**config.mk**
```make
export PLATFORM = sky130hd
export DESIGN_NAME = divider_arbiter
export DESIGN_NICKNAME = d
export VERILOG_FILES = /design/src/rtl/divider_arb_pkg.sv /design/src/rtl/divider_arbiter_rr_picker.sv /design/src/rtl/divider_arbiter.sv
export SDC_FILE = /design/constraint.sdc
export NUM_CORES = 1
export LEC_CHECK = 0
export BUFFER_PORTS_ARGS = -buffer_cell sky130_fd_sc_hd__buf_4
export CELL_PAD_IN_SITES_DETAIL_PLACEMENT = 1
export CELL_PAD_IN_SITES_GLOBAL_PLACEMENT = 1
export CORE_UTILIZATION = 34
export CTS_CLUSTER_DIAMETER = 80
export CTS_CLUSTER_SIZE = 12
export DETAILED_ROUTE_END_ITERATION = 6
export PLACE_DENSITY = 0.84
export SLEW_MARGIN = 30
export SYNTH_ARGS = -nofsm -noshare
export SYNTH_HDL_FRONTEND = slang
export SYNTH_HIERARCHICAL = 1
export SYNTH_SLANG_ARGS = --single-unit
```
**constraint.sdc**
```tcl
create_clock -name CLOCK_50 -period 1.3 [get_ports CLOCK_50]
set_input_delay 0 -clock CLOCK_50 [delete_from_list [all_inputs] [get_ports CLOCK_50]]
set_output_delay 0 -clock CLOCK_50 [all_outputs]
set_load 0.02 [all_outputs]
```
**src/rtl/divider_arb_pkg.sv**
```systemverilog
// divider_arb_pkg: state encoding and sizing helpers for the clock-divider arbiter.
// Rev 1.0
`default_nettype none

package divider_arb_pkg;

  typedef enum logic [2:0] {
    ST_IDLE   = 3'd0,
    ST_LOAD   = 3'd1,
    ST_SETTLE = 3'd2,
    ST_RUN    = 3'd3,
    ST_DRAIN  = 3'd4
  } arb_state_e;

  localparam int DIV_W_DEF  = 8;
  localparam int SETTLE_DEF = 4;

  // Counter holds at most SETTLE-1; keep at least one bit so SETTLE=0 still elaborates.
  function automatic int settle_cnt_w(input int settle);
    return (settle < 1) ? 1 : $clog2(settle + 1);
  endfunction

  localparam int SETTLE_CNT_W_DEF = settle_cnt_w(SETTLE_DEF);

endpackage

`default_nettype wire

```
**src/rtl/divider_arbiter_rr_picker.sv**
```systemverilog
// rr_picker: combinational round-robin winner search starting just above the last owner.
// Rev 1.0
`default_nettype none

module rr_picker
  import divider_arb_pkg::*;
#(
  parameter int NREQ  = 2,
  parameter int IDX_W = (NREQ > 1) ? $clog2(NREQ) : 1
) (
  input  logic [NREQ-1:0]  req_i,
  input  logic [IDX_W-1:0] last_i,
  output logic [IDX_W-1:0] idx_o,
  output logic             valid_o
);

  localparam logic [IDX_W:0] c_ONE    = (IDX_W+1)'(1);
  localparam logic [IDX_W:0] c_NREQ_V = (IDX_W+1)'(NREQ);

  logic [2*NREQ-1:0] w_dbl;
  logic [NREQ-1:0]   w_rot;
  logic [IDX_W:0]    w_off;
  logic [IDX_W:0]    w_sum;
  logic [IDX_W:0]    w_wrap;

  // Rotate so bit 0 of w_rot is the requester right after the last owner.
  assign w_dbl = {req_i, req_i} >> ({1'b0, last_i} + c_ONE);
  assign w_rot = w_dbl[NREQ-1:0];

  always_comb begin
    w_off   = '0;
    valid_o = 1'b0;
    for (int i = NREQ - 1; i >= 0; i--) begin
      if (w_rot[i]) begin
        w_off   = i[IDX_W:0];
        valid_o = 1'b1;
      end
    end
  end

  assign w_sum  = {1'b0, last_i} + w_off + c_ONE;
  assign w_wrap = w_sum - c_NREQ_V;
  assign idx_o  = (w_sum >= c_NREQ_V) ? w_wrap[IDX_W-1:0] : w_sum[IDX_W-1:0];

endmodule

`default_nettype wire

```
**src/rtl/divider_arbiter.sv**
```systemverilog
// divider_arbiter: round-robin owner selection for the shared clock divider with settle window.
// Rev 1.0
`default_nettype none

module divider_arbiter
  import divider_arb_pkg::*;
#(
  parameter int NREQ   = 2,
  parameter int DIV_W  = DIV_W_DEF,
  parameter int SETTLE = SETTLE_DEF
) (
  input  logic                       CLOCK_50,
  input  logic                       reset,
  input  logic [NREQ-1:0]            req,
  input  logic [NREQ-1:0][DIV_W-1:0] req_div,
  input  logic [NREQ-1:0]            done,
  output logic [NREQ-1:0]            gnt,
  output logic                       ready,
  output logic [DIV_W-1:0]           div_out,
  output logic                       div_en
);

  localparam int IDX_W = (NREQ > 1) ? $clog2(NREQ) : 1;
  localparam int CNT_W = settle_cnt_w(SETTLE);

  localparam logic [CNT_W-1:0] c_CNT_INIT = (SETTLE > 0) ? CNT_W'(SETTLE - 1) : '0;
  localparam logic [CNT_W-1:0] c_CNT_ONE  = CNT_W'(1);
  localparam logic [IDX_W-1:0] c_LAST_RST = IDX_W'(NREQ - 1);
  localparam logic [DIV_W-1:0] c_DIV_ONE  = DIV_W'(1);

  arb_state_e       state_q, state_d;
  logic [IDX_W-1:0] idx_q, idx_d;
  logic [IDX_W-1:0] last_q, last_d;
  logic [CNT_W-1:0] cnt_q, cnt_d;
  logic [NREQ-1:0]  gnt_q, gnt_d;
  logic             ready_q, ready_d;
  logic             en_q, en_d;
  logic [DIV_W-1:0] div_q, div_d;

  logic [IDX_W-1:0] w_win;
  logic             w_win_vld;
  logic             w_rel;

  rr_picker #(
    .NREQ  (NREQ),
    .IDX_W (IDX_W)
  ) u_picker (
    .req_i   (req),
    .last_i  (last_q),
    .idx_o   (w_win),
    .valid_o (w_win_vld)
  );

  // Only the owner's own done/req can end a grant.
  assign w_rel = done[idx_q] | ~req[idx_q];

  always_comb begin
    state_d = state_q;
    idx_d   = idx_q;
    last_d  = last_q;
    cnt_d   = cnt_q;
    gnt_d   = gnt_q;
    ready_d = ready_q;
    en_d    = en_q;
    div_d   = div_q;
    case (state_q)
      ST_IDLE: begin
        if (w_win_vld) begin
          idx_d        = w_win;
          div_d        = (req_div[w_win] == '0) ? c_DIV_ONE : req_div[w_win];
          gnt_d        = '0;
          gnt_d[w_win] = 1'b1;
          state_d      = ST_LOAD;
        end
      end
      ST_LOAD: begin
        if (w_rel) begin
          gnt_d   = '0;
          state_d = ST_DRAIN;
        end else if (SETTLE == 0) begin
          ready_d = 1'b1;
          en_d    = 1'b1;
          state_d = ST_RUN;
        end else begin
          cnt_d   = c_CNT_INIT;
          state_d = ST_SETTLE;
        end
      end
      ST_SETTLE: begin
        if (w_rel) begin
          gnt_d   = '0;
          state_d = ST_DRAIN;
        end else if (cnt_q == '0) begin
          ready_d = 1'b1;
          en_d    = 1'b1;
          state_d = ST_RUN;
        end else begin
          cnt_d = cnt_q - c_CNT_ONE;
        end
      end
      ST_RUN: begin
        if (w_rel) begin
          gnt_d   = '0;
          ready_d = 1'b0;
          en_d    = 1'b0;
          state_d = ST_DRAIN;
        end
      end
      ST_DRAIN: begin
        last_d  = idx_q;
        state_d = ST_IDLE;
      end
      default: begin
        gnt_d   = '0;
        ready_d = 1'b0;
        en_d    = 1'b0;
        state_d = ST_IDLE;
      end
    endcase
  end

  always_ff @(posedge CLOCK_50 or negedge reset) begin
    if (!reset) begin
      state_q <= ST_IDLE;
      idx_q   <= '0;
      last_q  <= c_LAST_RST;
      cnt_q   <= '0;
      gnt_q   <= '0;
      ready_q <= 1'b0;
      en_q    <= 1'b0;
      div_q   <= c_DIV_ONE;
    end else begin
      state_q <= state_d;
      idx_q   <= idx_d;
      last_q  <= last_d;
      cnt_q   <= cnt_d;
      gnt_q   <= gnt_d;
      ready_q <= ready_d;
      en_q    <= en_d;
      div_q   <= div_d;
    end
  end

  assign gnt     = gnt_q;
  assign ready   = ready_q;
  assign div_en  = en_q;
  assign div_out = div_q;

endmodule

`default_nettype wire

```
After elaboration in Yosys (flattened, before gate mapping) --
Index checks and enable logic that the tools add are counted.
Storage, ports and cells: output and inout bits 12, register bits 19, input port bits 22, word-level logic and storage cells 76
Cells by class: bitwise logic cells 4, muxes and demuxes 31, reductions and logical operators 12, eq/ne operators 12, shift operators 1, add/subtract/negate cells 5, order comparisons 4
Operator list (count):
- $mux W3 | 8
- $mux W8 | 3
- $mux W1 | 13
- $pmux W3 S4 | 1
- $ne A2 B2 Y1 const B | 5
- $logic_not A8 Y1 | 1
- $reduce_and A4 Y1 | 2
- $eq A3 B2 Y1 const B | 2
- $logic_not A3 Y1 | 2
- $pmux W2 S3 | 1
- $pmux W3 S2 | 1
- $reduce_and A3 Y1 | 2
- $reduce_or A3 Y1 | 2
- $lt A1 B2 Y1 const B | 2
- $mux W2 | 2
- $ne A2 B1 Y1 const B | 2
- $shr A4 B2 Y2 | 1
- $eq A3 B1 Y1 const B | 1
- $eq A3 B3 Y1 const B | 1
- $ne A3 B3 Y1 const B | 1
- $not A1 Y1 | 3
- $pmux W1 S3 | 1
- $sub A3 B1 Y3 const B | 1
- $add A1 B1 Y2 | 1
- other kinds (10) | 10

Depth between registers and ports, before layout --
word-level depth 14, depth in mapped cells 6, depth with buffers taken out 6

Cells and area by module --
Netlist, hierarchy kept.
By module, submodules not included:
- divider_arbiter | cells an instance 103, area an instance 1066.0 um2, instances 1
- rr_picker | cells an instance 4, area an instance 25.0 um2, instances 1

Worst setup path after synthesis --
No wires, ideal clock.
kind reg-to-reg, start register last_q, end register idx_q, setup slack -0.140 ns, required time 1.175 ns, buffers on the path 1, setup time 0.125 ns, cell stages (with the launch flop) 5, arrival 1.316 ns, cell sequence dfstp_2 inv_1 maj3_2 buf_2 mux2_2
Between the ends: longest elaborated chain between the ends 8, elaborated cells between the ends (all ways) 12, those cells by class add/sub (4); order compare (1); shift (1); mux (5); reduce/logical (1)
Ends and longest elaborated chain:
- start: declaration | line divider_arbiter.sv:33 | logic [IDX_W-1:0] last_q, last_d;
- start signal: assignment | line divider_arbiter.sv:126 | last_q <= c_LAST_RST;
- start signal: assignment | line divider_arbiter.sv:135 | last_q <= last_d;
- $add A1 B1 Y2 | line divider_arbiter_rr_picker.sv:27 | assign w_dbl = {req_i, req_i} >> ({1'b0, last_i} + c_ONE);
- $shr A4 B2 Y2 | line divider_arbiter_rr_picker.sv:27
- $mux W1 (2 in series) | line divider_arbiter_rr_picker.sv:34 | if (w_rot[i]) begin
- $add A1 B1 Y2 * | line divider_arbiter_rr_picker.sv:41 | assign w_sum = {1'b0, last_i} + w_off + c_ONE;
- $add A2 B1 Y2 * | line divider_arbiter_rr_picker.sv:41
- $ge A2 B2 Y1 or $sub A1 B1 Y1 (tied branches) | line divider_arbiter_rr_picker.sv:43, divider_arbiter_rr_picker.sv:42
- $mux W1 * | line divider_arbiter_rr_picker.sv:43 | assign idx_o = (w_sum >= c_NREQ_V) ? w_wrap[IDX_W-1:0] : w_sum[IDX_W-1:0];
- via w_win | line divider_arbiter.sv:40 | logic [IDX_W-1:0] w_win;
- end signal: assignment | line divider_arbiter.sv:134 | idx_q <= idx_d;
- end: declaration | line divider_arbiter.sv:32 | logic [IDX_W-1:0] idx_q, idx_d;
The timed path passes the listed nets; every way through them passes the cells marked *. A chain may end at the register's enable or synchronous reset.

Final worst setup path --
start register last_q, end register div_q[0] (netlist: div_out[0])
Between the ends: longest elaborated chain between the ends 12, elaborated cells between the ends (all ways) 16, those cells by class add/sub (4); order compare (1); shift (1); mux (8); reduce/logical (2)
Ends and longest elaborated chain:
- $add A1 B1 Y2 | line divider_arbiter_rr_picker.sv:27
- $shr A4 B2 Y2 | line divider_arbiter_rr_picker.sv:27
- $mux W1 (2 in series) | line divider_arbiter_rr_picker.sv:34
- $add A1 B1 Y2 * | line divider_arbiter_rr_picker.sv:41
- $add A2 B1 Y2 * | line divider_arbiter_rr_picker.sv:41
- $ge A2 B2 Y1 or $sub A1 B1 Y1 (tied branches) | line divider_arbiter_rr_picker.sv:43, divider_arbiter_rr_picker.sv:42
- $mux W1 * | line divider_arbiter_rr_picker.sv:43
- via w_win | line divider_arbiter.sv:40
- $mux W8 (not written as such) * (2 in series) | line divider_arbiter.sv:70 | div_d = (req_div[w_win] == '0) ? c_DIV_ONE : req_div[w_win];
- $logic_not A8 Y1 | line divider_arbiter.sv:70
- $mux W8 * | line divider_arbiter.sv:70
- end signal: assignment | line divider_arbiter.sv:131 | div_q <= c_DIV_ONE;
- end signal: assignment | line divider_arbiter.sv:140 | div_q <= div_d;
- end: declaration | line divider_arbiter.sv:38 | logic [DIV_W-1:0] div_q, div_d;
The timed path passes the listed nets; every way through them passes the cells marked *. The select of a mux whose other input is x is not followed.

==> metrics.yaml <==
outcome: "complete, but fails checks"
violations: "negative setup slack"
seqPwrFrac: 0.323
area_delta_synth_final_pct: 54.8
max_cap_viol_count: 0
worst_setup_path_end_kind: "flop"
port_buffers: 33
max_freq_mhz: 698
fillCellCount: 354
peakVddDrop_uv: 1270
synth-edff-count: 0
cp_cell_sequence: "inv_2 > maj3_4 > mux2i_1 > mux2_4"
clock-sinks: 19
grt_pass1_wl_mm: 5.02
drive_above_1_share: 0.528
finalCritPeriodShare: 1.10
clockBufferDepth: 2
cp_max_fo: 6
placementRows: 20
core_area_um2: 3050
cp_slowest_cell: "dfstp_2"
routedWlPerCell_um: 15.1
grt_pass1_vias: 1150
powerDensity_nw_per_um2: 2020
clockPowerShare: 0.089
yosys-top-cells-count: "dfrtp_1, nor2_1, a21oi_1, mux2i_1, nand2_1"
min_path_type: "input pin to flop"
switching_power_w: 0.00140
synth_top_area_cell: "dfrtp_1"
leakage_nw: 0.770
rsz0062_at_grt: "yes"
groute.usage.overall: 0.197
hold_viol_final: 0
crit_type: "flop to flop"
cts_buffers: 3
antenna_found_initial: 0
die_h_um: 58.6
dr.first_iter.drc_count: 5
grt_max_degree: 20
ys_warn_count: 6
avgSynthCellArea_um2: 10.2
drt_first_pass_iters: 2
ant_nets: 0
finalMaxSlewViolations: 0
max_stage_delay_ns: 0.55
insertion_delay_ns: 0.30
finalWorstSetupSlack_ns: -0.133
cts_tree: "yes"
design.die.area_um2: 3440
clock-root-buffer: "clkbuf_4"
yosysMostFrequentCell: "dfrtp_1"
synth.ff_latch_count: 19
start_util: 0.357
clk_pin_slew_ns: 0.11
netlist-cell-type-count: 35
netlist_top_cells_area: "dfrtp_1, mux2i_1, dfstp_2, a21oi_1, nor2_1"
ys.flop_type: "dfrtp_1"
async_flop_share: 1.00
combinationalPowerShare: 0.588
slew-limit-headroom: 0.778
internal_power_w: 0.00201
synth.top_cell.area_share: 0.390
grt_overflow: 0
arrival_ns: 1.67
drc: 0
synth_fp_nets: 131
worstMarginPinSlew_ns: 0.330
synthCells: 107
syn-cell-area_um2: 1090
num_io_pins: 34
diodes: 0
dp_hpwl_mm: 2.28
routed_wl_mm: 3.13
multi_input_area_um2: 664
dp_slack_ns: -0.218
cp.required_ns: 1.54
switching_share: 0.412
die_w_um: 58.6
place_congestion: 0.783
layout_min_cycle_time_ns: 1.43
cts.htree.levels: 1
num_vias: 1040
finClkSkew_ns: 0.00692
yosysSeqAreaShare: 0.438
startpoint_type: "flop"
timing.setup.tns_ns: -0.768
nets: 188
setup_violations: 12
viasPerCell: 5.02
ff_latch_area_um2: 480
==> layout make-up <==
cell class              instances  area share
flip-flops and latches         19       0.284
well taps                      44      0.0326
multi-input cells              79       0.393
inverters                       5      0.0111
repair buffers                 56       0.263
clock buffers                   4      0.0156
==> state kept, by name (all words and copies together) (netlist names) <==
register and flops:
gnt 2, state_q 3, div_en 1, div_out 8, idx_q 1, last_q 1, cnt_q 3
==> worst max-delay path, delay by kind of cell (launching register included) <==
kind	cells	cell delay, ns
adders and majority gates	1	0.38
buffers and inverters	1	0.05
DFF	1	0.55
muxes	2	0.40
==> cell families (layout without fill, tap and decap cells) <==
kind of cell,Yosys count,in the layout,share of synthesized area
DFF,19,19,0.438
buffers and inverters,10,65,0.0470
and+or+nand+nor,38,38,0.214
muxes,11,11,0.104
AOI/OAI and AO/OA,26,26,0.163
adders and majority gates,3,4,0.0333
==> path summary, 6_finish.rpt <==
path	slack [ns]	start	to	cells past startpoint
max in group asynchronous	0.93	reset	last_q	2
min in group asynchronous	0.10	reset	cnt_q[1]	2
worst max register to register	-0.13	last_q	div_out[0]	4
worst min register to register	0.54	gnt[1]	gnt[1]	2
worst max-delay path	-0.13	last_q	div_out[0]	4
worst min-delay path	0.004	req_div[9]	div_out[1]	3
==> power groups by stage <==
| stage | sequential (W) | combinational (W) | clock (W) |
|---|---|---|---|
| 2_1_floorplan | 0.00122 | 0.000872 | 0 |
| 3_3_place_gp | 0.00106 | 0.00166 | 0 |
| 3_5_place_dp | 0.00107 | 0.00175 | 0 |
| 4_1_cts | 0.00108 | 0.00191 | 0.000316 |
| 5_1_grt | 0.00114 | 0.00216 | 0.000344 |
| 6_report | 0.00110 | 0.00200 | 0.000304 |
==> routing by layer <==
layer / global-route usage / vias to the layer above / routed length, µm
met5: 0 / - / 0
met3: 0.0396 / 9 / 113
li1: - / 497 / -
met1: 0.201 / 501 / 1210
met4: 0.102 / 0 / 70
met2: 0.376 / 33 / 1730
==> what timing repair did <==
action,4_1_cts,5_1_grt
pin swaps,7,7
hold buffers,2,3
gates resized for setup,16,13
setup endpoints to repair,16,16
cloned,1,0
buffers inserted,1,1
endpoints found under the hold margin,20,2
==> per-stage QoR <==
stage / power [W] / instances / util / hold WS (ns) / area (µm²)
6_report: 0.00341 / 207 / 0.553 / 0.00382 / 1690
5_1_grt: 0.00364 / 207 / 0.553 / -0.0000211 / 1690
4_1_cts: 0.00330 / 203 / 0.527 / 0.00167 / 1610
3_5_place_dp: 0.00283 / 195 / 0.486 / -0.103 / 1490
3_3_place_gp: 0.00271 / 195 / 0.486 / -0.113 / 1490
2_1_floorplan: 0.00209 / 107 / - / -0.296 / 1100
==> placed cells by master (no fill, tap or decap), types with 3 or more instances in the layout <==
master | synthesis | routed
buf_4 | 1 | 48
buf_6 | 1 | 3
dlygate4sd3_1 | 0 | 5
nor2_1 | 11 | 8
nand3_1 | 4 | 4
nor2_2 | 3 | 4
a21oi_2 | 3 | 4
nor3_1 | 3 | 3
a21oi_1 | 9 | 8
inv_2 | 0 | 3
clkbuf_4 | 0 | 3
mux2i_1 | 8 | 8
dfrtp_1 | 17 | 15
o21ai_1 | 0 | 3
nand2_1 | 6 | 6
(Power assumes the default switching activity.)
